## src/rtl/hazard_ctrl_if.sv

```systemverilog
// Hazard controller bus: groups pipeline hazard inputs and stall/flush outputs.
//   master : pipeline side, drives register IDs, load/branch/memory status
//   slave  : hazard_ctrl, returns stall/flush/bubble/PCWrite, state and counters
interface hazard_ctrl_if #(
  parameter int unsigned CNT_W = 16
);
  logic [4:0]       ID_rs1_i;
  logic [4:0]       ID_rs2_i;
  logic [4:0]       EX_rd_i;
  logic             EX_MemRead_i;
  logic             branch_taken_i;
  logic             mem_req_i;
  logic             mem_ready_i;
  logic             stall_o;
  logic             stall2_o;
  logic             flush_o;
  logic             PCWrite_o;
  logic             bubble_o;
  logic [1:0]       state_o;
  logic             err_o;
  logic [CNT_W-1:0] stall_cycles_o;
  logic [CNT_W-1:0] flush_count_o;

  modport master (
    output ID_rs1_i, ID_rs2_i, EX_rd_i, EX_MemRead_i, branch_taken_i,
           mem_req_i, mem_ready_i,
    input  stall_o, stall2_o, flush_o, PCWrite_o, bubble_o, state_o, err_o,
           stall_cycles_o, flush_count_o
  );

  modport slave (
    input  ID_rs1_i, ID_rs2_i, EX_rd_i, EX_MemRead_i, branch_taken_i,
           mem_req_i, mem_ready_i,
    output stall_o, stall2_o, flush_o, PCWrite_o, bubble_o, state_o, err_o,
           stall_cycles_o, flush_count_o
  );
endinterface

```

## src/rtl/hazard_ctrl.sv

```systemverilog
// Pipeline hazard and stall sequencer for the 5-stage core front end.
// Priority: data-memory wait, then load-use, then taken branch.
// Ports:
//   clk_i  : clock, rising edge
//   rst_i  : asynchronous reset, active-low
//   bus    : hazard_ctrl_if.slave (hazard inputs, stall/flush/PCWrite/bubble,
//            FSM state, sticky timeout error, saturating perf counters)
module hazard_ctrl #(
  parameter int unsigned MEM_TIMEOUT = 64,
  parameter int unsigned CNT_W       = 16
) (
  input  logic          clk_i,
  input  logic          rst_i,
  hazard_ctrl_if.slave  bus
);

  localparam logic [1:0] ST_RUN      = 2'd0;
  localparam logic [1:0] ST_MEM_WAIT = 2'd1;
  localparam logic [1:0] ST_ABORT    = 2'd2;

  localparam int unsigned    WC_W    = $clog2(MEM_TIMEOUT);
  localparam logic [WC_W-1:0] WC_LAST = WC_W'(MEM_TIMEOUT - 1);

  logic [1:0]       state_q, state_d;
  logic [WC_W-1:0]  wait_cnt_q, wait_cnt_d;
  logic             pend_flush_q, pend_flush_d;
  logic             err_q, err_d;
  logic [CNT_W-1:0] stall_cycles_q, stall_cycles_d;
  logic [CNT_W-1:0] flush_count_q, flush_count_d;

  logic mem_wait, load_use, stall, stall2, flush, pcwrite;

  always_comb begin
    mem_wait = bus.mem_req_i & ~bus.mem_ready_i;
    load_use = bus.EX_MemRead_i & (bus.EX_rd_i != '0) &
               ((bus.EX_rd_i == bus.ID_rs1_i) | (bus.EX_rd_i == bus.ID_rs2_i));
    stall2   = ((state_q == ST_RUN) & mem_wait) |
               ((state_q == ST_MEM_WAIT) & ~bus.mem_ready_i);
    stall    = load_use & ~stall2;
    // A load-use stall defers the branch: ID re-resolves it next cycle with
    // the forwarded operand, so no flush is raised here.
    flush    = (bus.branch_taken_i | pend_flush_q) & ~stall2 & ~stall;
    pcwrite  = ~(stall | stall2);
  end

  always_comb begin
    state_d        = state_q;
    wait_cnt_d     = wait_cnt_q;
    err_d          = err_q;
    pend_flush_d   = pend_flush_q;
    stall_cycles_d = stall_cycles_q;
    flush_count_d  = flush_count_q;

    // A branch that resolves while memory holds the pipe is replayed as a
    // flush once the stall releases.
    if (bus.branch_taken_i & stall2) begin
      pend_flush_d = 1'b1;
    end else if (flush) begin
      pend_flush_d = 1'b0;
    end

    case (state_q)
      ST_RUN: begin
        if (mem_wait) begin
          state_d    = ST_MEM_WAIT;
          wait_cnt_d = WC_W'(1);
        end
      end
      ST_MEM_WAIT: begin
        if (bus.mem_ready_i) begin
          state_d    = ST_RUN;
          wait_cnt_d = '0;
        end else if (wait_cnt_q == WC_LAST) begin
          state_d    = ST_ABORT;
          wait_cnt_d = '0;
          err_d      = 1'b1;
        end else begin
          wait_cnt_d = wait_cnt_q + WC_W'(1);
        end
      end
      default: begin
        state_d    = ST_RUN;
        wait_cnt_d = '0;
      end
    endcase

    if ((stall | stall2) && (stall_cycles_q != '1)) begin
      stall_cycles_d = stall_cycles_q + CNT_W'(1);
    end
    if (flush && (flush_count_q != '1)) begin
      flush_count_d = flush_count_q + CNT_W'(1);
    end
  end

  always_ff @(posedge clk_i or negedge rst_i) begin
    if (!rst_i) begin
      state_q        <= ST_RUN;
      wait_cnt_q     <= '0;
      pend_flush_q   <= 1'b0;
      err_q          <= 1'b0;
      stall_cycles_q <= '0;
      flush_count_q  <= '0;
    end else begin
      state_q        <= state_d;
      wait_cnt_q     <= wait_cnt_d;
      pend_flush_q   <= pend_flush_d;
      err_q          <= err_d;
      stall_cycles_q <= stall_cycles_d;
      flush_count_q  <= flush_count_d;
    end
  end

  // Control outputs are held inactive for the whole reset window.
  assign bus.stall_o        = rst_i & stall;
  assign bus.stall2_o       = rst_i & stall2;
  assign bus.flush_o        = rst_i & flush;
  assign bus.bubble_o       = rst_i & stall;
  assign bus.PCWrite_o      = rst_i & pcwrite;
  assign bus.state_o        = state_q;
  assign bus.err_o          = err_q;
  assign bus.stall_cycles_o = stall_cycles_q;
  assign bus.flush_count_o  = flush_count_q;

endmodule

```

## src/flat_wrapper.sv

```systemverilog
// flat-port wrapper written by rule: the top's interface ports become plain ports
module hazard_ctrl_flat 
#(
  parameter int unsigned MEM_TIMEOUT = 64,
  parameter int unsigned CNT_W       = 16
)
  (clk_i, rst_i, bus_ID_rs1_i, bus_ID_rs2_i, bus_EX_rd_i, bus_EX_MemRead_i, bus_branch_taken_i, bus_mem_req_i, bus_mem_ready_i, bus_stall_o, bus_stall2_o, bus_flush_o, bus_PCWrite_o, bus_bubble_o, bus_state_o, bus_err_o, bus_stall_cycles_o, bus_flush_count_o);
  hazard_ctrl_if #(.CNT_W(CNT_W)) bus_i ();
  input  logic clk_i;
  input  logic rst_i;
  input wire logic [$bits(bus_i.ID_rs1_i)-1:0] bus_ID_rs1_i;
  input wire logic [$bits(bus_i.ID_rs2_i)-1:0] bus_ID_rs2_i;
  input wire logic [$bits(bus_i.EX_rd_i)-1:0] bus_EX_rd_i;
  input wire logic [$bits(bus_i.EX_MemRead_i)-1:0] bus_EX_MemRead_i;
  input wire logic [$bits(bus_i.branch_taken_i)-1:0] bus_branch_taken_i;
  input wire logic [$bits(bus_i.mem_req_i)-1:0] bus_mem_req_i;
  input wire logic [$bits(bus_i.mem_ready_i)-1:0] bus_mem_ready_i;
  output wire logic [$bits(bus_i.stall_o)-1:0] bus_stall_o;
  output wire logic [$bits(bus_i.stall2_o)-1:0] bus_stall2_o;
  output wire logic [$bits(bus_i.flush_o)-1:0] bus_flush_o;
  output wire logic [$bits(bus_i.PCWrite_o)-1:0] bus_PCWrite_o;
  output wire logic [$bits(bus_i.bubble_o)-1:0] bus_bubble_o;
  output wire logic [$bits(bus_i.state_o)-1:0] bus_state_o;
  output wire logic [$bits(bus_i.err_o)-1:0] bus_err_o;
  output wire logic [$bits(bus_i.stall_cycles_o)-1:0] bus_stall_cycles_o;
  output wire logic [$bits(bus_i.flush_count_o)-1:0] bus_flush_count_o;
  assign bus_i.ID_rs1_i = bus_ID_rs1_i;
  assign bus_i.ID_rs2_i = bus_ID_rs2_i;
  assign bus_i.EX_rd_i = bus_EX_rd_i;
  assign bus_i.EX_MemRead_i = bus_EX_MemRead_i;
  assign bus_i.branch_taken_i = bus_branch_taken_i;
  assign bus_i.mem_req_i = bus_mem_req_i;
  assign bus_i.mem_ready_i = bus_mem_ready_i;
  assign bus_stall_o = bus_i.stall_o;
  assign bus_stall2_o = bus_i.stall2_o;
  assign bus_flush_o = bus_i.flush_o;
  assign bus_PCWrite_o = bus_i.PCWrite_o;
  assign bus_bubble_o = bus_i.bubble_o;
  assign bus_state_o = bus_i.state_o;
  assign bus_err_o = bus_i.err_o;
  assign bus_stall_cycles_o = bus_i.stall_cycles_o;
  assign bus_flush_count_o = bus_i.flush_count_o;
  hazard_ctrl #(.MEM_TIMEOUT(MEM_TIMEOUT), .CNT_W(CNT_W)) u_core (.clk_i(clk_i), .rst_i(rst_i), .bus(bus_i));
endmodule
```

## config.mk

```make
export PLATFORM = sky130hd
export DESIGN_NAME = hazard_ctrl_flat
export DESIGN_NICKNAME = d
export VERILOG_FILES = /design/src/rtl/hazard_ctrl_if.sv /design/src/rtl/hazard_ctrl.sv /design/src/flat_wrapper.sv
export SDC_FILE = /design/constraint.sdc
export NUM_CORES = 1
export LEC_CHECK = 0
export CAP_MARGIN = 20
export CORE_MARGIN = 2
export CORE_UTILIZATION = 48
export CTS_CLUSTER_DIAMETER = 60
export CTS_CLUSTER_SIZE = 30
export DETAILED_ROUTE_END_ITERATION = 8
export PLACE_DENSITY_LB_ADDON = 0.08
export SLEW_MARGIN = 20
export SYNTH_ARGS = -nofsm -noshare
export SYNTH_HDL_FRONTEND = slang
export SYNTH_SLANG_ARGS = --single-unit
```

## constraint.sdc

```tcl
create_clock -name clk_i -period 2.5 [get_ports clk_i]
set_input_delay 0.5 -clock clk_i [delete_from_list [all_inputs] [get_ports clk_i]]
set_output_delay 0.5 -clock clk_i [all_outputs]
set_load 0.05 [all_outputs]
```

==> results of run 1 <==
==> cell type report <==
type,count,area [µm²]
Inverter,3,11.3
Fill cell,352,1270
Sequential cell,42,1050
Tap cell,52,65.1
Clock buffer,5,68.8
Clock inverter,2,10.0
Multi-Input combinational cell,174,1190
Timing Repair Buffer,75,749
==> where the power goes <==
part / total [mW] / internal [mW] / switching (mW)
clock network: 0.420 / 0.188 / 0.232
logic: 1.01 / 0.383 / 0.623
registers: 0.953 / 0.797 / 0.155
total: 2.38 / 1.37 / 1.01
==> worst register-to-register path: stages (launching register included) <==
cell and delay (ns):
dfrtp_1 0.43, ha_1 0.25, and3_1 0.18, and4_1 0.27, and3_1 0.33, nor2_1 0.22, mux2_2 0.35
==> per-layer routing <==
metal,track usage [%],wire length (µm),vias up
met5,0,0,-
met4,5.45,55,0
met3,5.28,229,6
met2,34.3,2610,44
met1,27.1,2330,945
li1,-,-,945
==> path summary, 6_finish.rpt <==
check                                                            to                                     start  slack, ns
min in group clk_i                 u_core.wait_cnt_q[0]$_DFFE_PN0P_         u_core.bus.state_o[1]$_DFFE_PN0P_       0.48
max reg2reg                u_core.bus.stall_cycles_o[1]$_DFFE_PN0P_  u_core.bus.stall_cycles_o[0]$_DFFE_PN0P_       0.36
max in group asynchronous  u_core.bus.stall_cycles_o[5]$_DFFE_PN0P_                                     rst_i       1.83
max                                                     bus_flush_o                            bus_EX_rd_i[0]       0.08
min                               u_core.bus.state_o[1]$_DFFE_PN0P_                                     rst_i       0.09
min reg2reg                        u_core.wait_cnt_q[0]$_DFFE_PN0P_         u_core.bus.state_o[1]$_DFFE_PN0P_       0.48
==> stage by stage <==
stage | setup TNS, ns | cells | worst slack (ns) | hold slack (ns) | power, mW
6_report | 0 | 353 | 0.0826 | 0.0907 | 2.38
2_1_floorplan | -0.0700 | 225 | -0.0494 | 0.204 | 1.58
4_1_cts | 0 | 353 | 0.00849 | 0.0991 | 2.38
3_5_place_dp | -4.92 | 347 | -0.304 | 0.414 | 1.97
3_3_place_gp | -4.08 | 347 | -0.308 | 0.411 | 1.95
5_1_grt | 0 | 353 | 0.0158 | 0.0952 | 2.49
==> Yosys cell counts, types with 7 or more instances <==
| cell type | n | area [µm²] |
|---|---|---|
| dfrtp_1 | 42 | 1050 |
| nand2_1 | 22 | 82.6 |
| xnor2_1 | 22 | 193 |
| nand3_1 | 18 | 90.1 |
| nor2_1 | 16 | 60.1 |
| xor2_1 | 12 | 105 |
| and2_1 | 9 | 56.3 |
| and3_1 | 9 | 56.3 |
| nand4_1 | 9 | 56.3 |
| a21oi_1 | 7 | 35.0 |
==> flip-flops by register name, summed over array words and instances, names as in the netlist <==
register and cells:
u_core.bus.flush_count_o 16, u_core.wait_cnt_q 6, u_core.bus.stall_cycles_o 16, u_core.bus.err_o 1, u_core.pend_flush_q 1, u_core.bus.state_o 2
==> kinds of logic after synthesis <==
kind of cell	Yosys count
AOI/OAI and AO/OA	26
xor gates and xnor gates	34
adders and majority gates	3
buffers and inverters	9
DFF	42
muxes	7
and+or+nand+nor	104
==> cell usage in the layout (no fill, tap or decap), types with 7 or more instances in the layout <==
master / synthesis / routed
nand4_1: 9 / 9
and3_1: 9 / 8
nor2_1: 16 / 16
clkdlybuf4s50_1: 0 / 41
a21oi_1: 7 / 7
dfrtp_1: 42 / 42
buf_4: 3 / 14
nand3_1: 18 / 18
nand2_1: 22 / 21
xnor2_1: 22 / 20
xor2_1: 12 / 12
==> what timing repair did <==
| action | CTS | global route |
|---|---|---|
| hold buffers | 0 | 0 |
| cloned | 0 | 0 |
| pin swaps | 7 | 9 |
| endpoints found under the hold margin | 0 | 0 |
| endpoints found under the setup margin | 4 | 4 |
| resized for setup | 18 | 15 |
| buffers inserted | 0 | 0 |
==> impl_metrics.py, run 1 <==
metrics = {
    "run_status": {
        "status": "finished clean",
    },
    "synthesis": {
        "netlist_area_um2": 2230,
        "synth_mux_area_share_pct": 3.48,
        "synth_warnings": 0,
        "synth_xor_area_share_pct": 13.4,
        "synth-simple-area-share_pct": 24.5,
        "ys.flop_type": "dfrtp_1",
        "syn_inst": 225,
        "avgSynthCellArea_um2": 9.91,
        "synth-compound-area-share_pct": 7.80,
        "synthAdderAreaFrac_pct": 1.68,
        "yosysSeqAreaShare_pct": 47.1,
        "synth_nets": 249,
        "ys_async_sr_fraction_pct": 100,
        "synth_top_family_by_area": "simple AND/OR/NAND/NOR gates",
        "synth_edf_count": 0,
        "ys_ff_latch": 42,
        "synthDistinctLibCells": 36,
    },
    "cells_and_area": {
        "antennaDiodeCount": 0,
        "drive_above_1_share_pct": 17.3,
        "syn_to_final_growth_pct": 41.0,
        "nets": 325,
        "final_util_pct": 71.2,
        "design_area_um2": 3140,
    },
    "cts": {
        "clk_latency_ns": 0.29,
        "numCtsBuffers": 5,
        "cts.clk_slew.worst_paths_ns": 0.08,
        "cts_root_buf": "clkbuf_8",
        "clock_path_buffers": 2,
        "htree_levels": 2,
        "cts.sinks": 42,
        "cts_tree": "built",
    },
    "sta": {
        "slew_headroom_pct": 66.2,
        "slew_violations": 0,
        "setup_viol": 0,
        "fmax_mhz": 414,
        "layout_min_cycle_time_ns": 2.42,
        "clock_skew_ns": 0.00925,
        "hold_viol": 0,
        "min_period_over_period_pct": 96.7,
        "worst_slew_pin_slew_ns": 0.505,
        "rsz0062_at_grt": "false",
    },
    "global_route": {
        "overflow": 0,
        "grt_pass1_vias": 1831,
        "grt_pass1_wl_um": 8510,
        "antenna_found_initial": 0,
        "grt.total_usage_pct": 20.7,
        "grt_max_degree": 21,
    },
    "setup_path": {
        "crit_fanout": 3,
        "cp_data_required_time_ns": 2.00,
        "crit_buf_inv": 2,
        "crit_chain": "clkbuf_2 > or4_4 > o21a_4 > a211oi_4 > and2_4 > buf_12",
        "cp_slowest_cell": "or4_4",
        "cp.depth": 6,
        "worstSetupPathType": "in2out",
        "cpPeakStageDelay_ns": 0.53,
        "critical_path.top_delay_family": "simple AND/OR/NAND/NOR gates",
        "worstSetupEndpointType": "output pin",
        "r2r_cells": 6,
        "critPathArrivalTime_ns": 1.92,
        "startpoint_type": "input port",
    },
    "detailed_routing": {
        "drt_iter0_markers": 79,
        "drc": 0,
        "vias": 1940,
        "wl_um": 5230,
        "drt_pre_antenna_iters": 5,
        "drt.antenna.violating_nets": 0,
        "avgRoutedWirePerCell_um": 14.8,
        "via_per_inst": 5.50,
    },
    "placed_design": {
        "place_area_um2": 3030,
        "post-dp-hpwl_um": 3850,
        "io_buffers": 60,
        "globalplace.congestion": 0.747,
    },
    "power": {
        "cellPowerDensity_nw_per_um2": 756,
        "irDropWorstVdd_mv": 0.753,
        "p_leak_nw": 1.39,
    },
    "floorplanning": {
        "die_w_um": 72.2,
        "rows": 24,
        "core_um2": 4410,
        "die_h_um": 72.2,
        "die_area_um2": 5210,
        "ios": 61,
        "start_util_pct": 50.5,
    },
    "hold_path": {
        "hold_path_class": "in2async",
    },
    "run": {
        "cap_violations": 0,
    },
}
Power figures use the tool's default switching activity.
==> inputs of run 2 (changes only) <==
--- a/config.mk
+++ b/config.mk
@@ -7,7 +7,7 @@
 export LEC_CHECK = 0
 export CAP_MARGIN = 20
 export CORE_MARGIN = 2
-export CORE_UTILIZATION = 48
+export CORE_UTILIZATION = 35
 export CTS_CLUSTER_DIAMETER = 60
 export CTS_CLUSTER_SIZE = 30
 export DETAILED_ROUTE_END_ITERATION = 8
==> impl_metrics.py, run 2 (synthesized netlist as in run 1, its figures left out) <==
metrics = {
    "placed_design": {
        "place_area_um2": 3080,
        "globalplace.congestion": 0.770,
        "io_buffers": 60,
        "post-dp-hpwl_um": 3850,
        "dp_slack_ns": -0.330,
    },
    "cells_and_area": {
        "syn_to_final_growth_pct": 44.6,
        "final_common_cell": "dfrtp_1",
        "nets": 329,
        "antennaDiodeCount": 0,
        "final_util_pct": 51.7,
        "design_area_um2": 3220,
        "final_cell_mix": "dfrtp_1 (42), clkdlybuf4s50_1 (39), xnor2_1 (22), nand2_1 (22), buf_4 (19)",
        "drive_above_1_share_pct": 17.3,
    },
    "detailed_routing": {
        "drc": 0,
        "drt_pre_antenna_iters": 4,
        "avgRoutedWirePerCell_um": 13.4,
        "vias": 1913,
        "drt_iter0_markers": 52,
        "drt.antenna.violating_nets": 0,
        "via_per_inst": 4.99,
        "wl_um": 5130,
    },
    "sta": {
        "finalSetupTns_ns": 0,
        "hold_viol": 0,
        "clock_skew_ns": 0.0104,
        "fmax_mhz": 408,
        "slew_headroom_pct": 66.1,
        "layout_min_cycle_time_ns": 2.45,
        "slew_violations": 0,
        "min_period_over_period_pct": 98.0,
        "setup_viol": 0,
        "worst_slew_pin_slew_ns": 0.506,
        "rsz0062_at_grt": "false",
        "fin_ws_ns": 0.0495,
    },
    "setup_path": {
        "crit_end": "bus_flush_o",
        "cp_data_required_time_ns": 2.00,
        "r2r_slack_ns": 0.39,
        "r2r_end": "u_core.bus.stall_cycles_o[1]$_DFFE_PN0P_",
        "startpoint_type": "input port",
        "r2r_start": "u_core.bus.stall_cycles_o[0]$_DFFE_PN0P_",
        "cp-startpoint": "bus_EX_rd_i[4]",
        "r2r_cells": 6,
        "critPathArrivalTime_ns": 1.95,
        "worstSetupPathType": "in2out",
        "crit_fanout": 3,
        "worstSetupEndpointType": "output pin",
    },
    "cts": {
        "htree_levels": 2,
        "cts_root_buf": "clkbuf_8",
        "numCtsBuffers": 5,
        "cts.sinks": 42,
        "clock_path_buffers": 2,
        "cts.clk_slew.worst_paths_ns": 0.09,
        "clk_latency_ns": 0.30,
        "cts_tree": "built",
    },
    "power": {
        "irDropWorstVdd_mv": 0.708,
        "total_power_mw": 2.59,
        "cellPowerDensity_nw_per_um2": 803,
        "p_leak_nw": 1.41,
    },
    "floorplanning": {
        "ios": 61,
        "rows": 29,
        "core_um2": 6240,
        "die_area_um2": 7020,
        "start_util_pct": 35.7,
        "die_h_um": 83.8,
        "die_w_um": 83.8,
    },
    "global_route": {
        "grt_pass1_wl_um": 8780,
        "overflow": 0,
        "grt_max_degree": 17,
        "grt.total_usage_pct": 15.5,
        "antenna_found_initial": 0,
        "grt_pass1_vias": 1895,
    },
    "hold_path": {
        "hold_path_class": "in2async",
    },
    "run": {
        "cap_violations": 0,
    },
    "run_status": {
        "status": "finished clean",
    },
}
run 2: layer usage:
| metal | wire (µm) | share of wire, % | vias up | track usage [%] |
|---|---|---|---|---|
| li1 | - | - | 951 | - |
| met1 | 2390 | 47 | 916 | 20.3 |
| met2 | 2440 | 48 | 41 | 24.7 |
| met3 | 229 | 4.5 | 5 | 4.15 |
| met4 | 76 | 1.5 | 0 | 5.28 |
| met5 | 0 | 0 | - | 0 |
run 2: through the flow:
step	hold WS (ns)	std cells
after floorplan	0.204	225
after global placement	0.417	374
after detailed placement	0.422	374
after CTS	0.0820	383
after global routing	0.0868	383
final	0.0832	383
run 2: report_power, final:
part	leakage [nW]	total, mW	internal [mW]	switching, mW
sequential	0.550	0.948	0.797	0.151
clock	0.0683	0.648	0.400	0.248
combinational	0.794	0.995	0.382	0.613
run 2: worst min-delay path by stage:
stage / depth (start not counted) / endpoint
final: 1 / u_core.wait_cnt_q[2]$_DFFE_PN0P_
after global routing: 1 / u_core.wait_cnt_q[2]$_DFFE_PN0P_
after CTS: 1 / u_core.wait_cnt_q[2]$_DFFE_PN0P_
after detailed placement: 1 / u_core.wait_cnt_q[2]$_DFFE_PN0P_
after global placement: 1 / u_core.wait_cnt_q[2]$_DFFE_PN0P_
after floorplan: 0 / u_core.bus.err_o$_DFFE_PN0P_
run 2: timing repair:
action | in CTS | in global routing
pin swaps | 11 | 9
endpoints found under the setup margin | 4 | 3
gates resized for setup | 26 | 6
hold buffers | 0 | 0
buffers inserted | 1 | 0
gates cloned | 0 | 0
run 2: cell type report:
| type | count | area [µm²] |
|---|---|---|
| Fill cell | 606 | 3020 |
| Multi-Input combinational cell | 174 | 1160 |
| Sequential cell | 42 | 1050 |
| Timing Repair Buffer | 79 | 772 |
| Tap cell | 77 | 96.3 |
| Clock buffer | 5 | 68.8 |
| Clock inverter | 3 | 68.8 |
| Inverter | 3 | 11.3 |
run 2: critical path: stages:
cell and delay, ns:
buf_6 0.09, or4_4 0.52, o21a_4 0.23, a211oi_4 0.28, and2_4 0.19, buf_12 0.13
